## src/rtl/lane_override_arbiter.sv

```systemverilog
// Round-robin arbiter for ownership of the 8-lane force/release override.
// Grants one owner at a time, bounds hold time, and inserts a release cycle between owners.
`timescale 1ns/1ps
module lane_override_arbiter #(
    parameter int N_REQ    = 4,
    parameter int MAX_HOLD = 16
) (
    input  logic               i_clk,
    input  logic               i_rst_n,
    input  logic [N_REQ-1:0]   i_req,
    input  logic [2*N_REQ-1:0] i_grp,
    input  logic [N_REQ-1:0]   i_mode_z,
    input  logic [N_REQ-1:0]   i_val,
    output logic [N_REQ-1:0]   o_gnt,
    output logic               o_en_lo,
    output logic               o_en_hi,
    output logic               o_mode_z,
    output logic               o_val,
    output logic               o_timeout
);

    localparam int IW = (N_REQ > 1) ? $clog2(N_REQ) : 1;
    localparam int CW = (MAX_HOLD > 1) ? $clog2(MAX_HOLD) : 1;

    // Handshake: i_req is a level request; ownership is held while o_gnt[k] is high,
    // and the owner releases by dropping i_req[k]. A grant is never re-issued without
    // an intervening cycle in which o_gnt and both enables are zero.
    typedef enum logic [1:0] {
        IDLE  = 2'd0,
        OWN   = 2'd1,
        DRAIN = 2'd2
    } state_t;

    state_t           state_q, state_n;
    logic [IW-1:0]    owner_q, owner_n;
    logic [IW-1:0]    ptr_q, ptr_n;
    logic [CW-1:0]    cnt_q, cnt_n;
    logic [N_REQ-1:0] gnt_n;
    logic             en_lo_n, en_hi_n, mode_z_n, val_n, timeout_n;

    logic [N_REQ-1:0] eligible;
    logic             found;
    logic [IW-1:0]    sel;
    logic [1:0]       grp_sel;

    always_comb begin
        eligible = '0;
        for (int k = 0; k < N_REQ; k++) begin
            eligible[k] = i_req[k] & (|i_grp[2*k +: 2]);
        end
    end

    // Search upward from the slot after the last owner, so that owner ranks lowest.
    always_comb begin
        int            idx;
        logic [IW-1:0] cand;
        found = 1'b0;
        sel   = ptr_q;
        idx   = 0;
        cand  = '0;
        for (int i = 1; i <= N_REQ; i++) begin
            idx = int'(ptr_q) + i;
            if (idx >= N_REQ) begin
                idx = idx - N_REQ;
            end
            cand = IW'(idx);
            if (!found && eligible[cand]) begin
                found = 1'b1;
                sel   = cand;
            end
        end
    end

    assign grp_sel = i_grp[{sel, 1'b0} +: 2];

    always_comb begin
        state_n   = state_q;
        owner_n   = owner_q;
        ptr_n     = ptr_q;
        cnt_n     = cnt_q;
        gnt_n     = '0;
        en_lo_n   = 1'b0;
        en_hi_n   = 1'b0;
        mode_z_n  = 1'b0;
        val_n     = 1'b0;
        timeout_n = 1'b0;
        case (state_q)
            IDLE: begin
                if (found) begin
                    state_n    = OWN;
                    owner_n    = sel;
                    cnt_n      = '0;
                    gnt_n[sel] = 1'b1;
                    en_lo_n    = grp_sel[0];
                    en_hi_n    = grp_sel[1];
                    mode_z_n   = i_mode_z[sel];
                    val_n      = i_val[sel];
                end
            end
            OWN: begin
                cnt_n = cnt_q + CW'(1);
                if (!i_req[owner_q]) begin
                    state_n = DRAIN;
                end else if (cnt_q == CW'(MAX_HOLD - 1)) begin
                    state_n   = DRAIN;
                    timeout_n = 1'b1;
                end else begin
                    // Output registers double as the latch of the owner's settings.
                    gnt_n    = o_gnt;
                    en_lo_n  = o_en_lo;
                    en_hi_n  = o_en_hi;
                    mode_z_n = o_mode_z;
                    val_n    = o_val;
                end
            end
            DRAIN: begin
                ptr_n   = owner_q;
                state_n = IDLE;
            end
            default: begin
                state_n = IDLE;
            end
        endcase
    end

    always_ff @(posedge i_clk or negedge i_rst_n) begin
        if (!i_rst_n) begin
            state_q   <= IDLE;
            owner_q   <= '0;
            ptr_q     <= IW'(N_REQ - 1);
            cnt_q     <= '0;
            o_gnt     <= '0;
            o_en_lo   <= 1'b0;
            o_en_hi   <= 1'b0;
            o_mode_z  <= 1'b0;
            o_val     <= 1'b0;
            o_timeout <= 1'b0;
        end else begin
            state_q   <= state_n;
            owner_q   <= owner_n;
            ptr_q     <= ptr_n;
            cnt_q     <= cnt_n;
            o_gnt     <= gnt_n;
            o_en_lo   <= en_lo_n;
            o_en_hi   <= en_hi_n;
            o_mode_z  <= mode_z_n;
            o_val     <= val_n;
            o_timeout <= timeout_n;
        end
    end

endmodule

```

## config.mk

```make
export PLATFORM = sky130hd
export DESIGN_NAME = lane_override_arbiter
export DESIGN_NICKNAME = d
export VERILOG_FILES = /design/src/rtl/lane_override_arbiter.sv
export SDC_FILE = /design/constraint.sdc
export NUM_CORES = 1
export LEC_CHECK = 0
export ABC_CLOCK_PERIOD_IN_PS = 2000
export BUFFER_PORTS_ARGS = -buffer_cell sky130_fd_sc_hd__buf_2
export CORE_MARGIN = 2
export CORE_UTILIZATION = 40
export CTS_BUF_LIST = sky130_fd_sc_hd__clkbuf_16
export DETAILED_ROUTE_END_ITERATION = 10
export GPL_TIMING_DRIVEN = 1
export HOLD_SLACK_MARGIN = 0.02
export SLEW_MARGIN = 15
export SYNTH_ARGS = -nofsm -noshare
export SYNTH_HDL_FRONTEND = slang
export SYNTH_SLANG_ARGS = --single-unit
```

## constraint.sdc

```tcl
create_clock -name i_clk -period 2 [get_ports i_clk]
set_input_delay 0.6 -clock i_clk [delete_from_list [all_inputs] [get_ports i_clk]]
set_output_delay 0.6 -clock i_clk [all_outputs]
set_load 0.01 [all_outputs]
```

# ---- Word level (Yosys, flattened, before mapping)
# Cells that the tools add are included.
dict set report classes {
  n_reduce_logical 16
  magnitude_cmp 11
  mul 0
  shift 1
  mux 51
  div_mod_pow 0
  addsub 9
  eq_ne 5
  n_bitwise 4
}
# cell count
set ops {}
lappend ops {{2-bit two-way mux} 11}
lappend ops {{1-bit two-way mux} 21}
lappend ops {{2-bit by 3-bit < comparator with 1-bit output (second input constant)} 6}
lappend ops {{4-bit two-way mux} 4}
lappend ops {{4-bit one-hot mux with 2 select lines} 2}
lappend ops {{1-bit binary-select mux with 2-bit select} 7}
lappend ops {{3-bit >= comparator (second input constant)} 3}
lappend ops {{1-bit one-hot mux with 2 select lines} 4}
lappend ops {{2-bit OR reduction} 4}
lappend ops {{8-bit by 4-bit variable part select with 2-bit output} 1}
lappend ops {{2-bit by 1-bit subtractor with 2-bit output (second input constant)} 4}
lappend ops {{2-bit by 2-bit adder with 3-bit output (second input constant)} 2}
lappend ops {{2-bit AND reduction} 3}
lappend ops {{2-bit by 3-bit adder with 4-bit output (second input constant)} 1}
lappend ops {{4-bit by 1-bit adder with 4-bit output (second input constant)} 1}
lappend ops {{1-bit AND} 4}
lappend ops {{4-bit == test (second input constant)} 1}
lappend ops {{4-bit by 3-bit >= comparator with 1-bit output (second input constant)} 1}
lappend ops {{1-bit logical AND} 4}
lappend ops {{2-bit one-hot mux with 2 select lines} 1}
lappend ops {{2-bit by 1-bit adder with 3-bit output (second input constant)} 1}
lappend ops {{1-bit logical NOT} 3}
lappend ops {{3-bit != test (second input constant)} 1}
lappend ops {{1-bit demux with 2-bit select} 1}
lappend ops {{6 further kinds} 6}
dict set report word_totals {
  ff_bits 19
  latchBits 0
  mem_count 0
  ram_bits 0
  wordCells 107
  romBits 0
}

# ---- Logic depth before layout (Yosys ltp)
# Gate-level depths: netlist of run 1.
dict set report logic_depth {
  depth_word 21
  ltp_mapped 6
  ltp_nobuf 5
}

# ---- Worst setup path before layout of run 1
# No wires, ideal clock.
dict set report synth_path {
  path_kind {input to register}
  startpoint {in i_grp[6]}
  endpoint {reg o_en_hi}
  t_arrival_ns 1.582
  required_ns 1.862
  cell_stages 5
  setup_slack_ns 0.280
  path_cell_list {o21a_2 > or2_1 > o21ai_2 > a21o_1 > o221ai_1}
}
dict set report synth_via {
  elab_chain_len 17
  word_cells_on_any_way 27
  cone_classes {1 x shift; 18 x mux; 1 x bitwise; 7 x reduce/logical}
}
# element line_no
set synth_rtl {}
lappend synth_rtl {{start: declaration} 11} ;# input logic [2*N_REQ-1:0] i_grp,
lappend synth_rtl {{2-bit OR reduction (*)} 49} ;# eligible[k] = i_req[k] & (|i_grp[2*k +: 2]);
lappend synth_rtl {{1-bit AND (*)} 49}
lappend synth_rtl {{1-bit binary-select mux with 2-bit select} 67} ;# if (!found && eligible[cand]) begin
lappend synth_rtl {{1-bit two-way mux (implied by the code)} 67}
lappend synth_rtl {{1-bit two-way mux} 67}
lappend synth_rtl {{1-bit logical NOT} 67}
lappend synth_rtl {{1-bit logical AND} 67}
lappend synth_rtl {{1-bit two-way mux} 67}
lappend synth_rtl {{1-bit logical NOT} 67}
lappend synth_rtl {{1-bit logical AND} 67}
lappend synth_rtl {{1-bit two-way mux} 67}
lappend synth_rtl {{1-bit logical NOT} 67}
lappend synth_rtl {{1-bit logical AND} 67}
lappend synth_rtl {{2-bit two-way mux} 67}
lappend synth_rtl {{8-bit by 4-bit variable part select with 2-bit output} 74} ;# assign grp_sel = i_grp[{sel, 1'b0} +: 2];
lappend synth_rtl {{1-bit two-way mux (*)} 89} ;# if (found) begin
lappend synth_rtl {{1-bit one-hot mux with 2 select lines (*)} 87} ;# case (state_q)
lappend synth_rtl {{end signal: assignment} 145} ;# o_en_hi <= en_hi_n;
lappend synth_rtl {{end: declaration} 16} ;# output logic o_en_hi,
# Every way passes the cells marked *; elsewhere a longest branch is shown, timed or not. The select of a mux whose other input is x is not followed.
# A chain may end at the register's enable or synchronous reset.

# ---- Final worst setup path of run 1
dict set report layout_path {
  startpoint {reg ptr_q[1]}
  endpoint {reg o_en_lo}
}
dict set report layout_via {
  elab_chain_len 18
  word_cells_on_any_way 41
  cone_classes {8 x add/sub; 4 x order compare; 1 x shift; 22 x mux; 6 x reduce/logical}
}
# element line_no
set layout_rtl {}
lappend layout_rtl {{start: declaration} 36} ;# logic [IW-1:0] ptr_q, ptr_n;
lappend layout_rtl {{start signal: assignment} 130} ;# ptr_q <= IW'(N_REQ - 1);
lappend layout_rtl {{start signal: assignment} 141} ;# ptr_q <= ptr_n;
lappend layout_rtl {{2-bit by 1-bit adder with 3-bit output} 62} ;# idx = int'(ptr_q) + i;
lappend layout_rtl {{3-bit >= comparator or 2-bit by 1-bit subtractor with 2-bit output (tied branches)} {63, 64}}
lappend layout_rtl {{2-bit two-way mux} 63} ;# if (idx >= N_REQ) begin
lappend layout_rtl {{1-bit binary-select mux with 2-bit select} 67}
lappend layout_rtl {{1-bit two-way mux (implied by the code)} 67}
lappend layout_rtl {{1-bit two-way mux} 67}
lappend layout_rtl {{1-bit logical NOT} 67}
lappend layout_rtl {{1-bit logical AND} 67}
lappend layout_rtl {{[... 2 more ...]} --}
lappend layout_rtl {{1-bit logical AND} 67}
lappend layout_rtl {{1-bit two-way mux} 67}
lappend layout_rtl {{1-bit logical NOT} 67}
lappend layout_rtl {{1-bit logical AND} 67}
lappend layout_rtl {{2-bit two-way mux} 67}
lappend layout_rtl {{8-bit by 4-bit variable part select with 2-bit output} 74}
lappend layout_rtl {{1-bit two-way mux (*)} 89}
lappend layout_rtl {{1-bit one-hot mux with 2 select lines (*)} 87}
lappend layout_rtl {{end signal: assignment} 144} ;# o_en_lo <= en_lo_n;
lappend layout_rtl {{end: declaration} 15} ;# output logic o_en_lo,
# Marked as above.

==> results.sh, run 1 <==
export IMPL_cell_internal_pwr_mw=1.18
export IMPL_grt_use_total_pct=18.0
export IMPL_grt_start_max_net_pins=20
export IMPL_cp_max_fo=11
export IMPL_power_frac_seq_pct=36.2
export IMPL_portBuffers=30
export IMPL_critPathCaptureType="flip-flop"
export IMPL_drc=0
export IMPL_crit_chain="inv_1, mux2i_1, o221ai_4, mux2i_1, o221ai_1"
export IMPL_pin_count=31
export IMPL_clkPwrFrac_pct=22.8
export IMPL_synthArstFlopShare_pct=100
export IMPL_ys_seq_area_share_pct=47.2
export IMPL_dieArea_um2=2950
export IMPL_grt_antenna_before_repair=0
export IMPL_core_um2=2430
export IMPL_num_rows=18
export IMPL_crit_required_ps=2120
export IMPL_grt_remaining_overflow=0
export IMPL_clock_path_buffers=2
export IMPL_nets=160
export IMPL_clockRootBuffer="clkbuf_16"
export IMPL_worst_pin_slew_ps=498
export IMPL_synth_top_area_share_pct=42.0
export IMPL_postCtsSetupBuffers=0
export IMPL_combPwrFrac_pct=41.0
export IMPL_powerDensity_nw_per_um2=1430
export IMPL_crit_type="flip-flop to flip-flop"
export IMPL_ys_flop_type="dfrtp_1"
export IMPL_vdd_ir_drop_max_v=0.000852
export IMPL_rsz0062_at_grt="false"
export IMPL_ys_warnings_count=0
export IMPL_synth_cells=98
export IMPL_cts_clk_slew_worst_paths_ps=60
export IMPL_slew_violations=0
export IMPL_power_total_mw=1.88
export IMPL_max_freq_ghz=0.565
export IMPL_synth_edf_count=0
export IMPL_maxSlewHeadroom_pct=66.8
export IMPL_vias_per_cell=5.27
export IMPL_arrival_ps=1890
export IMPL_ys_top_cells_by_count="dfrtp_1, nand2_1, mux2i_1"
export IMPL_min_period_ps=1770
export IMPL_r2r_slack_ps=230
export IMPL_synth_fp_nets=121
export IMPL_htreeDepth=1
export IMPL_first_iter_violations=16
export IMPL_num_antenna_cells=0
export IMPL_hold_class="input port to async pin"
export IMPL_finalSetupTns_ps=0
export IMPL_dieWidth_um=54.3
export IMPL_grt_pass1_wl_mm=3.68
export IMPL_fin_crit_sh_pct=88.5
export IMPL_start_kind="flip-flop"
export IMPL_initial_core_util_pct=41.7
export IMPL_gp_congestion=0.796
export IMPL_synth_distinct_cells=32
export IMPL_dr_pass1_iters=4
export IMPL_p_sw_uw=702
export IMPL_avgSynthCellArea_um2=10.3
export IMPL_cts_sinks=19
export IMPL_synthToLayoutAreaGrowth_pct=30.0
export IMPL_syn_area_um2=1010
export IMPL_synth_area_top_cells="dfrtp_1, mux2i_1, nand2_1"
export IMPL_cts_tree="done"
export IMPL_route_vias_total=875
export IMPL_setup_viol=0
export IMPL_drive_gt1_share_pct=38.2
export IMPL_fill_cells=220
export IMPL_crit_slowest_cell="dfstp_2"
export IMPL_grt_pass1_vias=829
export IMPL_max_stage_delay_ps=550
export IMPL_path_common_cell="mux2i_1"
export IMPL_finalHoldViolCount=0
export IMPL_cap_violations=0
export IMPL_status="complete, no violations"
export IMPL_drtAntennaViolNets=0
export IMPL_clk_latency_ps=260
export IMPL_wl_mm=2.32
export IMPL_wl_per_cell_um=14.0
export IMPL_switching_share_pct=37.4
export IMPL_die_y_um=54.3
export IMPL_cts_buffers=3
export IMPL_post_synth_top_area_cell="dfrtp_1"
export IMPL_skew_ps=2.93
export IMPL_leakage_nw=0.640
export IMPL_synth_seq_cells=19
export IMPL_dpl_hpwl_mm=1.78
-- critical path: cells and delay by family, from the launching register on --
kind                   cells  cell delay, ps
multiplexers               2             410
AO/OA/AOI/OAI              2             560
buffers and inverters      1             100
flip-flops                 1             550
-- layout make-up --
| class | count | area [um^2] | share of cell area [%] |
|---|---|---|---|
| clock buffer | 3 | 75.1 | 5.70 |
| clock inverter | 1 | 7.51 | 0.570 |
| sequential | 19 | 478 | 36.3 |
| timing repair buffer | 36 | 195 | 14.8 |
| multi-input combinational | 75 | 517 | 39.2 |
| tap | 30 | 37.5 | 2.85 |
| inverter | 2 | 7.51 | 0.570 |
-- kinds of logic after synthesis --
logic type,share of synthesized area (%)
flops,47.2
mux,12.2
xor+xnor,1.73
simple gates,15.6
fa+ha+maj,1.23
buf+inv,2.96
compound gates,19.1
-- power by group through the flow --
| stage | clock network [mW] | logic (mW) | registers, mW |
|---|---|---|---|
| 3_5_place_dp | 0 | 0.773 | 0.675 |
| 5_1_grt | 0.446 | 0.864 | 0.702 |
| 4_1_cts | 0.435 | 0.771 | 0.676 |
| 3_3_place_gp | 0 | 0.756 | 0.676 |
| 6_report | 0.427 | 0.770 | 0.680 |
| 2_1_floorplan | 0 | 0.543 | 0.677 |
-- registers in the layout, summed over array words and instances, names as in the netlist --
signal and flops:
o_mode_z 1, o_en_hi 1, cnt_q 4, o_val 1
o_gnt 4, ptr_q 2, owner_q 2, o_timeout 1
o_en_lo 1, state_q 2
-- routing by layer --
| layer | track usage [%] | vias up | share of wire (%) | routed length (um) |
|---|---|---|---|---|
| li1 | - | 430 | - | - |
| met1 | 23.3 | 418 | 44 | 1010 |
| met2 | 28.1 | 23 | 50 | 1160 |
| met3 | 4.92 | 4 | 4.4 | 103 |
| met4 | 7.50 | 0 | 1.7 | 40 |
| met5 | 0 | - | 0 | 0 |
-- metrics by stage --
step	cell area (um^2)	worst slack, ps	std cells	utilization [%]	hold WS [ps]
after global routing	1320	85.8	166	54.2	305
after global placement	1220	-78.4	162	50.3	467
after CTS	1310	40.3	166	53.7	292
after detailed placement	1220	-175	162	50.3	474
final	1320	230	166	54.2	271
after floorplan	1010	280	98	-	304
-- placed cells by master (no fill, tap or decap), types with 2 or more instances in the layout --
cell type	instances
nand3_1	3
o221ai_1	4
mux2i_1	9
buf_2	30
nor2_1	6
dfstp_2	2
nand2_1	17
o21ai_2	2
buf_4	6
xor2_1	2
o21ai_0	2
or2_1	2
o21ai_1	8
o21a_1	3
dfrtp_1	17
clkbuf_16	3
a21oi_1	2
-- repair_timing --
item	CTS	global route
hold buffers	0	0
resized for setup	0	1
endpoints found under the setup margin	0	4
-- path summary, 6_finish.rpt --
| check | cells past startpoint | end | startpoint |
|---|---|---|---|
| max in group asynchronous | 1 | ptr_q[0]$_DFFE_PN1N_ | i_rst_n |
| setup reg to reg | 5 | o_en_lo$_DFFE_PN0P_ | ptr_q[1]$_DFFE_PN1N_ |
| setup / recovery | 5 | o_en_lo$_DFFE_PN0P_ | ptr_q[1]$_DFFE_PN1N_ |
| min in group i_clk | 2 | o_gnt[3]$_DFFE_PN0P_ | o_gnt[3]$_DFFE_PN0P_ |
| hold / removal | 1 | cnt_q[2]$_DFFE_PN0P_ | i_rst_n |
| hold reg to reg | 2 | o_gnt[3]$_DFFE_PN0P_ | o_gnt[3]$_DFFE_PN0P_ |
Power figures use the tool's default switching activity.
==> inputs of run 2 (changes only) <==
Settings changed: BUFFER_PORTS_ARGS -buffer_cell sky130_fd_sc_hd__buf_2 to -buffer_cell sky130_fd_sc_hd__buf_4.
==> run 2 against run 1 <==
Effect of this change:
- utilization increased by 2.4 points
- first-iteration DRC count decreased by 13%
- critical path depth unchanged
- sequential power about the same
==> results.sh, run 2 (same netlist as run 1, synthesis figures left out) <==
export IMPL_path_common_cell="mux2i_1"
export IMPL_cts_tree="done"
export IMPL_first_iter_violations=14
export IMPL_dieWidth_um=54.3
export IMPL_rsz0062_at_grt="false"
export IMPL_die_y_um=54.3
export IMPL_vdd_ir_drop_max_v=0.000881
export IMPL_dieArea_um2=2950
export IMPL_dr_pass1_iters=4
export IMPL_synthToLayoutAreaGrowth_pct=35.7
export IMPL_setup_viol=0
export IMPL_critPathCaptureType="flip-flop"
export IMPL_nets=158
export IMPL_dp_cells=160
export IMPL_largestRegisters="cnt_q (4), o_gnt (4)"
export IMPL_path_buf_inv=1
export IMPL_setup_ws_ps=193
export IMPL_fin_crit_sh_pct=90.4
export IMPL_maxSlewHeadroom_pct=66.7
export IMPL_clkPwrFrac_pct=21.6
export IMPL_grt_busiest_layer="met2"
export IMPL_core_um2=2430
export IMPL_start_kind="flip-flop"
export IMPL_clockRootBuffer="clkbuf_16"
export IMPL_use_met3_pct=5.19
export IMPL_wl_mm=2.21
export IMPL_wl_per_cell_um=13.4
export IMPL_finalHoldViolCount=0
export IMPL_htreeDepth=1
export IMPL_combPwrFrac_pct=42.5
export IMPL_cts_buffers=3
export IMPL_power_frac_seq_pct=36.0
export IMPL_leakage_nw=0.654
export IMPL_final_instance_count_excl_fill=164
export IMPL_grt_use_total_pct=17.0
export IMPL_pin_count=31
export IMPL_cts_clk_slew_worst_paths_ps=60
export IMPL_path_delay_family="compound AO/OA/AOI/OAI gates"
export IMPL_grt_pass1_vias=816
export IMPL_powerDensity_nw_per_um2=1370
export IMPL_drtAntennaViolNets=0
export IMPL_num_antenna_cells=0
export IMPL_route_vias_total=862
export IMPL_num_rows=18
export IMPL_vias_per_cell=5.26
export IMPL_grtUsageMet2_pct=27.7
export IMPL_drive_gt1_share_pct=37.3
export IMPL_final_common_cell="buf_4"
export IMPL_power_total_mw=1.89
export IMPL_hold_class="input port to async pin"
export IMPL_worst_pin_slew_ps=500
export IMPL_finalCoreUtilization_pct=56.5
export IMPL_cp_max_fo=11
export IMPL_grt_antenna_before_repair=0
export IMPL_skew_ps=2.99
export IMPL_finalSetupTns_ps=0
export IMPL_crit_type="flip-flop to flip-flop"
export IMPL_dpl_hpwl_mm=1.74
export IMPL_grt_remaining_overflow=0
export IMPL_slew_violations=0
export IMPL_place_area_um2=1280
export IMPL_grt_start_max_net_pins=20
export IMPL_portBuffers=30
export IMPL_crit_required_ps=2110
export IMPL_final_area_um2=1380
export IMPL_arrival_ps=1920
export IMPL_p_sw_uw=685
export IMPL_cap_violations=0
export IMPL_drc=0
export IMPL_pre_cts_slack_ps=-145
export IMPL_status="complete, no violations"
export IMPL_clock_path_buffers=2
export IMPL_min_period_ps=1810
export IMPL_cell_internal_pwr_mw=1.20
export IMPL_grt_use_met1_pct=22.5
export IMPL_cts_sinks=19
export IMPL_clk_latency_ps=250
export IMPL_initial_core_util_pct=41.7
export IMPL_crit_chain="inv_1, mux2i_1, o221ai_4, mux2i_1, o221ai_1"
export IMPL_switching_share_pct=36.3
export IMPL_grt_pass1_wl_mm=3.63
export IMPL_holdWs_ps=216
export IMPL_max_stage_delay_ps=550
export IMPL_gp_congestion=0.835
export IMPL_max_freq_ghz=0.553
export IMPL_crit_slowest_cell="dfstp_2"
export IMPL_final_cell_mix="buf_4, nand2_1, dfrtp_1, mux2i_1, o21ai_1"
run 2: path summary, 6_finish.rpt:
check,start,endpoint,slack [ps],cells past startpoint
min in group i_clk,o_gnt[3]$_DFFE_PN0P_,o_gnt[3]$_DFFE_PN0P_,490,2
setup reg to reg,ptr_q[1]$_DFFE_PN1N_,o_en_lo$_DFFE_PN0P_,190,5
setup / recovery,ptr_q[1]$_DFFE_PN1N_,o_en_lo$_DFFE_PN0P_,190,5
max in group asynchronous,i_rst_n,ptr_q[0]$_DFFE_PN1N_,1520,1
hold reg to reg,o_gnt[3]$_DFFE_PN0P_,o_gnt[3]$_DFFE_PN0P_,490,2
hold / removal,i_rst_n,o_timeout$_DFF_PN0_,220,1
run 2: routing by layer:
layer  vias up  share of wire, %  wire length [um]
li1        426                 -                 -
met1       415                47              1030
met2        21                49              1080
met3         0               3.9                87
met4         0                 0                 0
met5         -                 0                 0
run 2: power groups by stage:
stage | Clock [mW] | Sequential [mW] | Combinational (mW)
after detailed placement | 0 | 0.678 | 0.794
after global placement | 0 | 0.678 | 0.783
final | 0.407 | 0.678 | 0.801
after floorplan | 0 | 0.677 | 0.543
after global routing | 0.442 | 0.704 | 0.889
after CTS | 0.413 | 0.675 | 0.797
run 2: layout make-up:
| type | count | area [um^2] |
|---|---|---|
| multi-input cells | 75 | 517 |
| inverters | 2 | 7.51 |
| flip-flops and latches | 19 | 478 |
| fillers | 206 | 1060 |
| well taps | 30 | 37.5 |
| clock inverters | 1 | 5.00 |
| repair buffers | 34 | 255 |
| clock buffers | 3 | 75.1 |
run 2: worst register-to-register path, cell delays in order (launching register included):
cell	delay, ps
dfstp_2	550
inv_1	100
mux2i_1	170
o221ai_4	440
mux2i_1	260
o221ai_1	150
run 2: what timing repair did:
item,in CTS,in global routing
endpoints found under the setup margin,0,4
resized for setup,0,1
buffers inserted,0,0
hold buffers,0,0
